<file path="src/rtl/ascon_io_ctrl.sv">
// ascon_io_ctrl: byte-serial operand loader, permutation-core launcher and
// result reader for an Ascon core, with a watchdog on core completion.
module ascon_io_ctrl #(
   parameter int unsigned TIMEOUT = 200
) (
   input  logic         clk,
   input  logic         rst_n,
   input  logic [7:0]   wr_data,
   input  logic         wr_valid,
   output logic         wr_ready,
   input  logic [2:0]   mode_in,
   input  logic         start,
   input  logic         abort,
   input  logic         core_done,
   input  logic [319:0] state_in,
   output logic [127:0] reg0_128b,
   output logic [127:0] reg1_128b,
   output logic [127:0] reg2_128b,
   output logic [2:0]   operation_mode,
   output logic         operation_ready,
   output logic [7:0]   rd_data,
   output logic         rd_valid,
   input  logic         rd_ready,
   output logic         busy,
   output logic         error
);
   typedef enum logic [1:0] {LOAD, ARMED, RUN, READ} state_t;
   state_t state, state_nxt;
   logic [5:0]   byte_cnt, rd_cnt;
   logic [7:0]   wait_cnt;
   logic [383:0] regs;
   logic [319:0] snap;
   logic [8:0]   wr_idx, rd_idx;
   assign wr_idx    = 9'd383 - {byte_cnt, 3'b000};
   assign rd_idx    = 9'd319 - {rd_cnt, 3'b000};
   assign wr_ready  = state == LOAD;
   assign rd_valid  = state == READ;
   assign busy      = state == RUN;
   assign rd_data   = snap[rd_idx -: 8];
   assign reg0_128b = regs[383:256];
   assign reg1_128b = regs[255:128];
   assign reg2_128b = regs[127:0];
   // abort overrides every other transition
   always_comb begin
      state_nxt = state;
      case (state)
         LOAD:  state_nxt = (wr_valid && byte_cnt == 6'd47) ? ARMED : LOAD;
         ARMED: state_nxt = (start && mode_in != 3'd0) ? RUN : ARMED;
         RUN:   state_nxt = core_done ? READ : (wait_cnt == 8'(TIMEOUT - 1)) ? LOAD : RUN;
         READ:  state_nxt = (rd_ready && rd_cnt == 6'd39) ? LOAD : READ;
         default: state_nxt = LOAD;
      endcase
      if (abort) state_nxt = LOAD;
   end
   always_ff @(posedge clk or negedge rst_n) begin
      if (!rst_n) begin
         state           <= LOAD;
         byte_cnt        <= '0;
         rd_cnt          <= '0;
         wait_cnt        <= '0;
         regs            <= '0;
         snap            <= '0;
         operation_mode  <= '0;
         operation_ready <= 1'b0;
         error           <= 1'b0;
      end else begin
         state           <= state_nxt;
         operation_ready <= state == ARMED && state_nxt == RUN;
         wait_cnt        <= (state == RUN && state_nxt == RUN) ? wait_cnt + 8'd1 : 8'd0;
         if (abort) byte_cnt <= '0;
         else if (state == LOAD && wr_valid) begin
            regs[wr_idx -: 8] <= wr_data;
            byte_cnt          <= (byte_cnt == 6'd47) ? 6'd0 : byte_cnt + 6'd1;
         end
         if (abort) rd_cnt <= '0;
         else if (state == READ && rd_ready) rd_cnt <= (rd_cnt == 6'd39) ? 6'd0 : rd_cnt + 6'd1;
         if (state == ARMED && state_nxt == RUN) begin
            operation_mode <= mode_in;
            error          <= 1'b0;
         end
         if (state == RUN && state_nxt == READ) snap <= state_in;
         if (state == RUN && state_nxt == LOAD && !abort) error <= 1'b1;
      end
   end
endmodule

</file>
<file path="config.mk">
export PLATFORM = sky130hd
export DESIGN_NAME = ascon_io_ctrl
export DESIGN_NICKNAME = d
export VERILOG_FILES = /design/src/rtl/ascon_io_ctrl.sv
export SDC_FILE = /design/constraint.sdc
export NUM_CORES = 1
export LEC_CHECK = 0
export ABC_AREA = 0
export BUFFER_PORTS_ARGS = -buffer_cell sky130_fd_sc_hd__buf_2
export CORE_AREA = 10 10 281 283
export CTS_CLUSTER_DIAMETER = 80
export DETAILED_ROUTE_END_ITERATION = 16
export DIE_AREA = 0 0 291 293
export GPL_ROUTABILITY_DRIVEN = 0
export HOLD_SLACK_MARGIN = 0.15
export PLACE_DENSITY = 0.65
export SLEW_MARGIN = 20
export SYNTH_ARGS = -nofsm -noshare
export SYNTH_HDL_FRONTEND = slang
export SYNTH_SLANG_ARGS = --single-unit
</file>
<file path="constraint.sdc">
create_clock -name clk -period 3.7 [get_ports clk]
set_clock_uncertainty 0.2 [all_clocks]
set_input_delay 1.11 -clock clk [delete_from_list [all_inputs] [get_ports clk]]
set_output_delay 1.11 -clock clk [all_outputs]
set_load 0.05 [all_outputs]
</file>
==> reports/results.env, run 1 <==
VDD.IR_DROP.WORST_mV=0.389
TIMING.MAX_CAP.VIOLATIONS=0
GR-TOTAL-OVERFLOW=0
GRT_FIRST_PASS_WIRELENGTH_UM=159000
REG2REG_TO='snap[76]'
NUM_CLOCK_SINKS=731
POST_SYNTHESIS_SEQUENTIAL_ELEMENT_COUNT=731
FAILED_CHECKS='setup timing'
DR_DRC_COUNT=0
FLOW.AREA_GROWTH_FROM_SYNTHESIS_PCT=27.7
DRT_ITER0_DRC=1648
WORSTMARGINPINSLEW_NS=1.08
PWR_DENSITY_CELL_nW_PER_UM2=428
CELL_INTERNAL_POWER_mW=12.9
SYN-NUM-NETS=2837
SEQ_POWER_SHARE_PCT=47.7
DIEAREA_UM2=85300
STATUS='complete, but fails checks'
P_SWITCHING_mW=4.03
CRITICAL_PATH.REG2REG.STARTPOINT='byte_cnt[0]'
ROUTE.VIAS.TOTAL=23000
CORE_UM2=73600
SYNTH-EDFF-COUNT=0
CRIT_END='rd_data[0]'
HPWLAFTERDP_UM=82000
SYNTH_AREA_PER_CELL_UM2=12.4
TIMING.FINAL.CRIT_PERIOD_NS=4.11
WORSTREGTOREGCELLS=8
FILLER_CELL_COUNT=6336
WORST-ENDPOINT-REQUIRED_NS=2.39
WORST_SETUP_PATH_END_KIND='primary output'
ROUTED_WIRE_LENGTH_PER_INSTANCE_UM=25.3
BUFFER_PORTS.INSERTED=737
DIE_H_UM=293
WORST_HOLD_PATH_TYPE='in -> async'
FINAL_NETS=3605
REPORT.FINAL.HOLD_VIOL_COUNT=0
SETUP.REG_TO_REG.WORST_SLACK_NS=0.83
SYNTH-MAIN-FF-CELL='sky130_fd_sc_hd__dfrtp_1'
DRT_FIRST_PASS_ITERS=5
COUNT_OF_PINS_ON_THE_BLOCK_BOUNDARY=738
YS_SEQ_AREA_SHARE_PCT=59.2
GRTUSAGETOTAL_PCT=24.6
HOLD_WS_NS=0.252
CLOCKPOWERSHARE_PCT=47.2
DETAIL_ROUTE.WIRELENGTH_UM=109000
CLKTRANSATPATHREGS_NS=0.06
FINISH.UTILIZATION_PCT=53.6
MAXCLOCKFREQUENCY_MHz=243
FINAL_COMMON_CELL='sky130_fd_sc_hd__buf_2'
REPORT.FINAL.SLEW_VIOL_COUNT=0
DETAIL_ROUTE.VIAS_PER_CELL=5.37
TRITONCTS='yes'
SYN_INST=2488
POWER_LEAKAGE_nW=19.9
CLK_ROOT_BUFFER_CELL='sky130_fd_sc_hd__clkbuf_16'
P_COMB_SHARE_PCT=5.1
FIRST_GLOBAL_VIAS=24100
CLOCK_LATENCY_NS=0.62
WORST-SETUP-PATH-TYPE='reg -> out'
CRIT_PATH_START_KIND='register'
START_UTIL_PCT=42.0
TIMING.CRITICAL_PATH.FROM='rd_cnt[0]'
CELL_ROW_COUNT=100
ANTENNA_VIOLATING_NETS_POST_ROUTE=0
GRT_START_MAX_NET_PINS=89
HIGHEST_NET_FANOUT_ALONG_THE_WORST_PATH=5
GRT_ANTENNA_BEFORE_REPAIR=7
FINALSETUPVIOLATIONS=8
LAYOUT_WORST_PATH_CYCLE_SHARE_PCT=111
SYNTH.LIB_CELLS_USED.DISTINCT=56
CTS.HTREE.LEVELS=3
SYNTH_WARNINGS=0
SYNTH.CELL_AREA_UM2=30900
ARRIVAL_NS=2.80
CLK_PATH_BUF_DEPTH=3
CTS_MADE_BUFFERS=79
MAX_SLEW_MARGIN_PCT=27.7
FLOORPLAN.DIE.WIDTH_UM=291
RSZ_0062_RAISED_AFTER_GLOBAL_ROUTING='true'
MOST-COMMON-LAYOUT-CELLS='sky130_fd_sc_hd__buf_2, sky130_fd_sc_hd__dfrtp_1, sky130_fd_sc_hd__mux2_2'
ASYNC_RESET_FF_SHARE_PCT=100
SW_RATIO_PCT=23.9
FINAL_LAYOUT_SIZE_SUFFIX_GT1_SHARE_PCT=45.8
FINALWORSTSETUPSLACK_NS=-0.415
## synthesized netlist by cell type (all sizes together), types with 3 or more instances
cell type | instances | area, um^2
a21oi | 14 | 70.1
a221oi | 7 | 61.3
a22oi | 33 | 248
a31oi | 18 | 113
and2 | 34 | 213
and3 | 27 | 169
buf | 74 | 409
clkbuf | 82 | 309
dfrtp | 731 | 18300
ha | 11 | 138
inv | 27 | 101
mux2 | 439 | 5000
mux2i | 104 | 1040
mux4 | 30 | 676
nand2 | 399 | 1500
nand2b | 3 | 18.8
nand3 | 59 | 310
nand4 | 3 | 18.8
nor2 | 40 | 251
nor2b | 8 | 50.1
nor3 | 12 | 71.3
nor4bb | 3 | 30.0
o211ai | 8 | 60.1
o21ai | 287 | 1440
o22ai | 7 | 43.8
xnor2 | 3 | 26.3
xor2 | 6 | 52.6
## metal layers
layer / GRT usage [%] / routed length [um]
met1: 29.5 / 42100
met4: 12.4 / 6050
met5: 0 / 46
met2: 40.6 / 52600
met3: 6.44 / 7730
## critical path: stages (launching register included)
cell and delay (ns):
sky130_fd_sc_hd__dfrtp_4 0.49, sky130_fd_sc_hd__buf_12 0.15, sky130_fd_sc_hd__buf_4 0.15, sky130_fd_sc_hd__buf_16 0.13, sky130_fd_sc_hd__buf_4 0.14, sky130_fd_sc_hd__mux2i_2 0.19, sky130_fd_sc_hd__a22oi_2 0.13, sky130_fd_sc_hd__and3_4 0.17
sky130_fd_sc_hd__a31oi_4 0.26, sky130_fd_sc_hd__a31oi_2 0.16, sky130_fd_sc_hd__buf_6 0.18
## power by group through the flow
stage          sequential [mW]  combinational, mW  clock [mW]
5_1_grt                   8.06              0.918        8.44
3_3_place_gp              8.21              0.863           0
4_1_cts                   8.06              0.868        8.11
6_report                  8.06              0.856        7.97
2_1_floorplan             8.35              0.133           0
3_5_place_dp              8.21              0.866           0
## sequential cells by signal (all words and copies together), names as in the netlist
register         flops
regs               384
operation_mode       3
byte_cnt             6
operation_ready      1
snap               320
state                2
wait_cnt             8
error                1
rd_cnt               6
## through the flow
step	setup TNS (ns)	std cells	cell area [um^2]	setup slack (ns)	total power, mW
6_report	-2.75	4289	39400	-0.415	16.9
5_1_grt	-3.42	4286	39400	-0.475	17.4
4_1_cts	-2.76	4284	39400	-0.379	17.0
3_5_place_dp	0	4132	36200	0.0218	9.07
3_3_place_gp	0	4132	36200	0.00992	9.07
2_1_floorplan	-0.121	2488	30900	-0.0603	8.49
## worst min path at each step
stage	slack (ns)	endpoint	start	depth (start not counted)
finish	0.25	regs[182]	rst_n	1
CTS	0.25	regs[48]	rst_n	1
floorplan	0.25	byte_cnt[5]	byte_cnt[5]	1
global route	0.26	regs[48]	rst_n	1
detailed placement	0.26	regs[230]	regs[230]	2
global placement	0.26	regs[144]	regs[144]	2
## cell type report
class	instances	area, um^2	area share [%]
inverter	28	105	0.267
tap	969	1210	3.08
sequential	731	18300	46.4
clock buffer	114	2310	5.85
timing repair buffer	843	4980	12.6
multi-input combinational	1573	12200	30.9
antenna	5	12.5	0.0317
clock inverter	26	310	0.787
## what timing repair did
item                                   CTS  global route
hold buffers                             0             0
setup endpoints to repair                8             8
resized for setup                       68            12
gates cloned                             3             0
endpoints found under the hold margin    0             0
buffers inserted                        10             2
pin swaps                               24            18
## kinds of logic (layout without fill, tap and decap cells)
| kind of cell | after synthesis | after routing | synth area share [%] |
|---|---|---|---|
| other | 0 | 5 | 0 |
| AO/OA/AOI/OAI | 385 | 385 | 6.88 |
| XOR/XNOR | 9 | 9 | 0.255 |
| multiplexers | 573 | 573 | 21.8 |
| adder cells (fa/ha/maj) | 11 | 11 | 0.446 |
| AND/OR/NAND/NOR | 595 | 595 | 8.74 |
| buffers and inverters | 184 | 1011 | 2.67 |
| flip-flops | 731 | 731 | 59.2 |
Power figures use the tool's default switching activity.
==> inputs of run 2 (changes only) <==
PLACE_DENSITY = not set   (was 0.65)
PLACE_DENSITY_LB_ADDON = 0.2   (was not set)
==> run 2 against run 1 <==
Against the previous run:
- the flow still finishes with violations (setup timing)
- first-iteration DRC count shrank 17%
- fmax is essentially flat
- clock power grew 6.8%
- combinational power is essentially flat
- critical path depth shrank 1
- critical endpoint is now rd_data[7]
- largest cell class unchanged
==> reports/results.env, run 2 (synthesis results as in run 1) <==
STATUS='complete, but fails checks'
FAILED_CHECKS='setup timing'
GRT_START_MAX_NET_PINS=95
GRTUSAGETOTAL_PCT=25.4
REG.LARGEST.LIST='regs (384), snap (320), wait_cnt (8)'
MET3WIRELENGTH_UM=8300
NUM_CLOCK_SINKS=731
CELL_ROW_COUNT=100
REGMOSTFLOPS='regs'
MULTI_INPUT_GATE_AREA_IN_THE_FINAL_LAYOUT_UM2=12200
TIMING.FINAL.CRIT_PERIOD_NS=4.12
WORST-ENDPOINT-REQUIRED_NS=2.39
REPORT.FINAL.SLEW_VIOL_COUNT=0
WL_MET1_UM=43300
ANTENNA_VIOLATING_NETS_POST_ROUTE=0
GR-TOTAL-OVERFLOW=0
FIRST_GLOBAL_VIAS=25000
DIEAREA_UM2=85300
ARRIVAL_NS=2.81
DRT_FIRST_PASS_ITERS=5
SW_RATIO_PCT=23.5
WORST-SETUP-PATH-TYPE='reg -> out'
CLK_ROOT_BUFFER_CELL='sky130_fd_sc_hd__clkbuf_16'
COUNT_OF_PINS_ON_THE_BLOCK_BOUNDARY=738
ROUTED_WIRE_LENGTH_PER_INSTANCE_UM=25.9
FINAL_LAYOUT_SIZE_SUFFIX_GT1_SHARE_PCT=46.1
RSZ_0062_RAISED_AFTER_GLOBAL_ROUTING='true'
CP_SLOWEST_STAGE_DELAY_NS=0.51
CRITICAL_PATH.N_BUFFERS_INVERTERS=4
MAX_SLEW_MARGIN_PCT=26.5
FINISH.UTILIZATION_PCT=54.3
MET2ROUTEDLENGTH_UM=54400
WORSTMARGINPINSLEW_NS=1.10
FINALSETUPVIOLATIONS=8
DIE_H_UM=293
SEQ_AREA_UM2=18300
FILLER_CELL_COUNT=6282
TIMING.CRITICAL_PATH.CELLS='buf_6 -> buf_16 -> buf_6 -> mux2i_1 -> a22oi_1 -> and3_4 -> o41ai_4 -> o41ai_2 -> buf_4'
FLOW.AREA_GROWTH_FROM_SYNTHESIS_PCT=29.3
CLK_PATH_BUF_DEPTH=3
TIMING.SETUP.TNS_NS=-2.87
GRT_ANTENNA_BEFORE_REPAIR=21
CORE_UM2=73600
CELL_INTERNAL_POWER_mW=13.3
TRITONCTS='yes'
CLOCK_LATENCY_NS=0.64
CP_TOP_FAMILY='buffers and inverters'
ROUTE.VIAS.TOTAL=23300
CTS_MADE_BUFFERS=80
GRT_FIRST_PASS_WIRELENGTH_UM=165000
P_SWITCHING_mW=4.10
LARGEST_REGISTER_FF_COUNT=384
DETAIL_ROUTE.WIRELENGTH_UM=112000
DETAIL_ROUTE.VIAS_PER_CELL=5.42
HPWLAFTERDP_UM=84000
FINALWORSTSETUPSLACK_NS=-0.415
HIGHEST-SIGNAL-LAYER='met5'
FINAL_NETS=3622
HIGHEST_NET_FANOUT_ALONG_THE_WORST_PATH=14
WORST_SETUP_PATH_END_KIND='primary output'
START_UTIL_PCT=42.0
WORSTSETUPPATHDEPTH=9
SEQ_POWER_SHARE_PCT=46.3
LAYOUT_WORST_PATH_CYCLE_SHARE_PCT=111
MOST-COMMON-LAYOUT-CELLS='sky130_fd_sc_hd__dfrtp_1, sky130_fd_sc_hd__buf_2, sky130_fd_sc_hd__mux2_2'
P_COMB_SHARE_PCT=4.9
CRITICAL_PATH.REG2REG.STARTPOINT='rd_cnt[0]'
WORST_HOLD_PATH_TYPE='in -> async'
POWER_LEAKAGE_nW=20.1
WORSTREGTOREGCELLS=10
CLOCKPOWERSHARE_PCT=48.8
DR_DRC_COUNT=0
CTS.HTREE.LEVELS=3
REG2REG_TO='wait_cnt[6]'
FLOORPLAN.DIE.WIDTH_UM=291
CRITICAL-PATH-SLOWEST-CELL='sky130_fd_sc_hd__dfrtp_4'
DRT_ITER0_DRC=1365
CTS_HOLD_BUF=0
TIMING.MAX_CAP.VIOLATIONS=0
MAXCLOCKFREQUENCY_MHz=243
CLKTRANSATPATHREGS_NS=0.06
BUFFER_PORTS.INSERTED=737
PWR_DENSITY_CELL_nW_PER_UM2=437
REPORT.FINAL.HOLD_VIOL_COUNT=0
CRITICAL-PATH-TOP-CELL-BY-COUNT='sky130_fd_sc_hd__buf_6'
SETUP.REG_TO_REG.WORST_SLACK_NS=0.89
CRIT_PATH_START_KIND='register'
VDD.IR_DROP.WORST_mV=0.411
[run 2: cell types whose count changed in the layout (fill, tap and decap cells not counted), moves of 3 or more]
cell | previous run | this run
sky130_fd_sc_hd__mux2i_2 | 4 | 1
sky130_fd_sc_hd__buf_4 | 69 | 85
sky130_fd_sc_hd__clkbuf_1 | 15 | 11
sky130_fd_sc_hd__clkbuf_8 | 20 | 13
sky130_fd_sc_hd__buf_6 | 10 | 5
sky130_fd_sc_hd__mux2_2 | 423 | 418
sky130_fd_sc_hd__bufbuf_16 | 0 | 3
sky130_fd_sc_hd__bufinv_16 | 3 | 11
sky130_fd_sc_hd__buf_16 | 2 | 7
sky130_fd_sc_hd__mux2_4 | 16 | 21
[run 2: worst max-delay path by stage]
stage                     startpoint    endpoint  slack [ns]
after CTS                  rd_cnt[0]  rd_data[7]       -0.41
after global routing       rd_cnt[0]  rd_data[7]       -0.45
after floorplan            rd_cnt[3]  rd_data[0]       -0.06
after detailed placement   rd_cnt[0]  rd_data[7]       -0.02
final                      rd_cnt[0]  rd_data[7]       -0.42
after global placement     rd_cnt[0]  rd_data[7]        0.01
[run 2: worst reg2reg max path: cells and delay by family, from the launching register on]
family / cells / cell delay (ns)
buffers and inverters: 4 / 0.52
adders and majority gates: 1 / 0.22
and+or+nand+nor: 4 / 0.88
DFF: 1 / 0.46
AOI/OAI and AO/OA: 1 / 0.40
[run 2: metrics by stage]
step	area [um^2]	instances	power, mW	hold WS, ns	worst slack [ns]
after CTS	39900	4300	17.6	0.219	-0.410
after global placement	36200	4131	9.06	0.258	0.0113
after floorplan	30900	2488	8.49	0.249	-0.0603
final	39900	4309	17.4	0.226	-0.415
after global routing	39900	4308	18.0	0.222	-0.451
after detailed placement	36200	4131	9.08	0.265	-0.0237
[run 2: power groups by stage]
stage / sequential (mW) / clock (mW) / combinational [mW]
after floorplan: 8.35 / 0 / 0.133
after global placement: 8.21 / 0 / 0.849
after global routing: 8.07 / 8.98 / 0.916
final: 8.07 / 8.51 / 0.856
after detailed placement: 8.21 / 0 / 0.863
after CTS: 8.07 / 8.67 / 0.867
[run 2: routing by layer]
| metal | vias to the layer above | global-route usage (%) |
|---|---|---|
| li1 | 10300 | - |
| met1 | 11900 | 30.6 |
| met2 | 903 | 42.3 |
| met3 | 242 | 6.69 |
| met4 | 16 | 11.4 |
| met5 | - | 0 |
[run 2: timing repair]
| action | 4_1_cts | 5_1_grt |
|---|---|---|
| setup buffers | 20 | 3 |
| pin swaps | 22 | 11 |
| gates resized for setup | 71 | 10 |
| endpoints found under the setup margin | 8 | 8 |
| cloned | 8 | 0 |
[run 2: layout make-up]
type	count	share of cell area, %
Inverter	28	0.263
Multi-Input combinational cell	1573	30.6
Timing Repair Buffer	859	13.1
Clock inverter	38	1.48
Tap cell	969	3.04
Sequential cell	731	45.8
Antenna cell	7	0.0439
Clock buffer	104	5.57
